$ cat src/rtl/multi_channel_debouncer.sv
`default_nettype none
// ============================================================================
// Module   : multi_channel_debouncer
// Purpose  : N-channel input conditioner. Each channel synchronises a raw
//            asynchronous input, filters it with a symmetric debounce counter,
//            holds the debounced level and emits one-cycle rise, fall and
//            long-press (hold) pulses.
// Ports    : clk         - single clock, all logic on the rising edge
//            rst_n       - synchronous, active-low reset
//            noisy_in    - raw inputs, bit i = channel i
//            stable_out  - debounced level per channel
//            rise_pulse  - one-cycle pulse when stable_out[i] goes 0->1
//            fall_pulse  - one-cycle pulse when stable_out[i] goes 1->0
//            hold_pulse  - one-cycle pulse after HOLD_CNT cycles stable-high
//            any_event   - OR of every rise_pulse and fall_pulse bit
// Revision : 1.0 - initial release
// ============================================================================
module multi_channel_debouncer #(
    parameter int CHANNELS     = 4,
    parameter int SYNC_STAGES  = 2,
    parameter int DEBOUNCE_CNT = 4,
    parameter int HOLD_CNT     = 16
) (
    input  logic                clk,
    input  logic                rst_n,
    input  logic [CHANNELS-1:0] noisy_in,
    output logic [CHANNELS-1:0] stable_out,
    output logic [CHANNELS-1:0] rise_pulse,
    output logic [CHANNELS-1:0] fall_pulse,
    output logic [CHANNELS-1:0] hold_pulse,
    output logic                any_event
);

    localparam int C_CNT_W = (DEBOUNCE_CNT > 1) ? $clog2(DEBOUNCE_CNT) : 1;
    localparam logic [C_CNT_W-1:0] C_CNT_LAST = C_CNT_W'(DEBOUNCE_CNT - 1);

    genvar i;
    generate
        for (i = 0; i < CHANNELS; i++) begin : g_ch
            logic [SYNC_STAGES-1:0] r_sync;
            logic [C_CNT_W-1:0]     r_cnt;
            logic                   r_stable;
            logic                   r_rise;
            logic                   r_fall;
            logic                   w_s;

            // Oldest synchroniser stage is the only one safe to consume.
            assign w_s = r_sync[SYNC_STAGES-1];

            always_ff @(posedge clk) begin
                if (!rst_n) begin
                    r_sync <= '0;
                end else begin
                    r_sync <= {r_sync[SYNC_STAGES-2:0], noisy_in[i]};
                end
            end

            // A sample matching the held level restarts the window, so only
            // DEBOUNCE_CNT consecutive differing samples can flip the level.
            always_ff @(posedge clk) begin
                if (!rst_n) begin
                    r_cnt    <= '0;
                    r_stable <= 1'b0;
                    r_rise   <= 1'b0;
                    r_fall   <= 1'b0;
                end else begin
                    r_rise <= 1'b0;
                    r_fall <= 1'b0;
                    if (w_s == r_stable) begin
                        r_cnt <= '0;
                    end else if (r_cnt == C_CNT_LAST) begin
                        r_stable <= w_s;
                        r_cnt    <= '0;
                        r_rise   <= w_s;
                        r_fall   <= ~w_s;
                    end else begin
                        r_cnt <= r_cnt + 1'b1;
                    end
                end
            end

            assign stable_out[i] = r_stable;
            assign rise_pulse[i] = r_rise;
            assign fall_pulse[i] = r_fall;

            if (HOLD_CNT > 0) begin : g_hold
                localparam int C_HOLD_W = $clog2(HOLD_CNT + 1);
                localparam logic [C_HOLD_W-1:0] C_HOLD_MAX  = C_HOLD_W'(HOLD_CNT);
                localparam logic [C_HOLD_W-1:0] C_HOLD_LAST = C_HOLD_W'(HOLD_CNT - 1);

                logic [C_HOLD_W-1:0] r_hcnt;
                logic                r_hold;

                // The counter keys off the level held before this edge: it is
                // zero through the rise edge, then counts cycles spent high.
                // Saturation at HOLD_CNT prevents a repeat pulse until the
                // level drops (clearing the count) and rises again.
                always_ff @(posedge clk) begin
                    if (!rst_n) begin
                        r_hcnt <= '0;
                        r_hold <= 1'b0;
                    end else begin
                        r_hold <= 1'b0;
                        if (!r_stable) begin
                            r_hcnt <= '0;
                        end else if (r_hcnt != C_HOLD_MAX) begin
                            r_hcnt <= r_hcnt + 1'b1;
                            if (r_hcnt == C_HOLD_LAST) begin
                                r_hold <= 1'b1;
                            end
                        end
                    end
                end

                assign hold_pulse[i] = r_hold;
            end else begin : g_no_hold
                assign hold_pulse[i] = 1'b0;
            end
        end
    endgenerate

    assign any_event = |(rise_pulse | fall_pulse);

endmodule
`default_nettype wire

$ cat config.mk
export PLATFORM = sky130hd
export DESIGN_NAME = multi_channel_debouncer
export DESIGN_NICKNAME = d
export VERILOG_FILES = /design/src/rtl/multi_channel_debouncer.sv
export SDC_FILE = /design/constraint.sdc
export NUM_CORES = 1
export LEC_CHECK = 0
export ABC_AREA = 1
export ABC_CLOCK_PERIOD_IN_PS = 1130
export CORE_ASPECT_RATIO = 1.75
export CORE_MARGIN = 2
export CORE_UTILIZATION = 42
export DETAILED_ROUTE_END_ITERATION = 10
export SYNTH_ARGS = -nofsm -noshare
export SYNTH_HDL_FRONTEND = slang
export SYNTH_SLANG_ARGS = --single-unit
$ cat constraint.sdc
create_clock -name clk -period 1.13 [get_ports clk]
set_input_delay 0.339 -clock clk [delete_from_list [all_inputs] [get_ports clk]]
set_output_delay 0.339 -clock clk [all_outputs]
set_load 0.05 [all_outputs]
==> metrics.yaml <==
rows: 35
gp_congestion: 0.7511
syn_to_final_growth_pct: 40.14
die_w_um: 58.88
grt.total_usage_pct: 14.21
status: "complete, but fails checks"
grt_pass1_wl_mm: 6.603
rsz0062_at_grt: "true"
combPwrFrac_pct: 2.4
synth_top_area_cell: "dfxtp_1"
cap_viol_max_count: 0
power.total_mw: 3.412
drt_iter0_drc: 30
worst_slack_ns: -0.3237
p_clk_share_pct: 43.9
worstMarginPinSlew_ns: 0.3555
hold_viol_final: 0
finalSetupViolCount: 12
pwr-share-seq_pct: 53.7
slew-limit-headroom_pct: 76.21
worst_ep_arrival_time_ns: 1.11
grt_overflow: 0
antenna_found_initial: 0
numPortBuffers: 22
cts-root-buf: "clkbuf_8"
drive_above_1_share_pct: 32.10
final.setup.tns_ns: -1.106
hold_class: "flip-flop to flip-flop"
synth_cell_types: 12
detail_route.wl_per_cell_um: 10.39
fin_crit_sh_pct: 128.6
reg2reg_setup_slack_ns: 0.01
maxSlewViolCount: 0
die-area_mm2: 0.005890
syn_area_mm2: 0.002213
firstDrtPassIters: 7
p_int_mw: 2.761
synth_top_cell_area_share_pct: 47.03
clk_pin_slew_ns: 0.10
vias: 1783
htreeDepth: 2
wl_mm: 3.939
antenna_left: 0
violations: "design-rule violations, negative setup slack"
path_class: "flip-flop to output port"
clk_path_buf_depth: 2
grt_pass1_vias: 1699
fmax_mhz: 687.9
synth_seq_cells: 52
power_density_mw_per_mm2: 1100
core_area_mm2: 0.005167
drc: 1
cts_tree: "built"
cp-end-kind: "output port"
yosys_warnings: 0
synth_cells: 283
syn_area_per_cell_um2: 7.821
clock_sinks: 52
start_util_pct: 42.83
cts_buffers: 5
layout_common_cells: "inv_1, nand2_1, nor2_1, dfxtp_1, buf_4"
p_sw_uw: 651.4
insertion_delay_ns: 0.30
required_ns: 0.79
ioPinCount: 23
die_y_um: 100.0
vdd_drop_max_mv: 0.7907
yosysSeqAreaShare_pct: 47.03
dp_hpwl_mm: 2.775
min_period_ns: 1.454
antenna_cells: 0
yosys-top-cells-area: "dfxtp_1, ha_1, inv_1, nand2_1, buf_4"
fin_hold_ws_ns: 0.4209
grt_max_degree: 18
finClkSkew_ns: 0.01119
crit_fanout: 2
startpoint_type: "flip-flop"
synthesis.nets: 305
final_nets: 345
p_leak_nw: 1.273
drt-vias-per-instance: 4.704
sw_frac_of_total_pct: 19.09
synthesized netlist by cell type, drive strengths merged:
master,n
nor3,8
nor2,36
nand4,9
inv,52
nand3,12
o21ai,4
xnor2,4
a21oi,20
dfxtp,52
buf,18
ha,16
nand2,52
power by group through the flow:
stage	clock network, mW	registers [mW]	logic, mW
3_3_place_gp	0	1.90	0.0654
4_1_cts	1.53	1.85	0.0827
2_1_floorplan	0	1.90	0.0350
3_5_place_dp	0	1.90	0.0676
5_1_grt	1.62	1.83	0.0917
6_report	1.50	1.83	0.0816
path summary, 6_finish.rpt:
path | cells past startpoint | endpoint | from
setup / recovery | 3 | any_event | g_ch[3].r_fall
hold / removal | 2 | g_ch[0].r_sync[1] | g_ch[0].r_sync[0]
setup reg to reg | 5 | g_ch[1].g_hold.r_hcnt[4] | g_ch[1].g_hold.r_hcnt[1]
hold reg to reg | 2 | g_ch[0].r_sync[1] | g_ch[0].r_sync[0]
logic make-up after synthesis:
group           count (synthesis)  synth area share (%)
flops                          52                 47.03
xor+xnor                        4                 1.583
buf+inv                        70                 14.92
simple gates                  117                 21.99
fa+ha+maj                      16                 9.045
compound gates                 24                 5.427
worst max-delay path: stages, from the launching register on:
cell	delay (ns)
dfxtp_2	0.34
nor2_1	0.11
nand4_1	0.17
buf_12	0.20
flip-flops by register name, summed over array words and instances (netlist names):
name                cells
g_ch.g_hold.r_hcnt     20
g_ch.r_cnt              8
g_ch.r_sync             8
g_ch.g_hold.r_hold      4
g_ch.r_fall             4
g_ch.r_rise             4
g_ch.r_stable           4
metrics by stage:
| stage | worst slack [ns] | util, % | area (um2) | cells |
|---|---|---|---|---|
| CTS | -0.3478 | 58.16 | 3005 | 378 |
| finish | -0.3237 | 60.02 | 3102 | 379 |
| detailed placement | -0.3534 | 52.69 | 2723 | 365 |
| global placement | -0.3601 | 52.69 | 2723 | 365 |
| floorplan | -0.07441 | - | 2213 | 283 |
| global route | -0.4160 | 60.02 | 3102 | 379 |
per-layer routing:
metal | part of all wire [%] | global-route usage [%] | up-vias
li1 | - | - | 937
met1 | 40 | 14.60 | 814
met2 | 56 | 27.09 | 25
met3 | 2.7 | 2.706 | 7
met4 | 1.8 | 5.245 | 0
met5 | 0 | 0 | -
layout make-up:
cell class	count	area, um2
clock inverter	3	68.82
clock buffer	5	68.82
tap	55	68.82
timing repair buffer	51	670.6
inverter	52	195.2
multi-input combinational	161	929.6
sequential	52	1100
fill	446	2066
timing repair:
item,in CTS,in global routing
hold buffers,0,0
pin swaps,4,16
resized for setup,40,34
cloned,1,0
endpoints found under the setup margin,30,32
buffers inserted,7,2
Note: power is estimated with default switching activity, not from simulation.
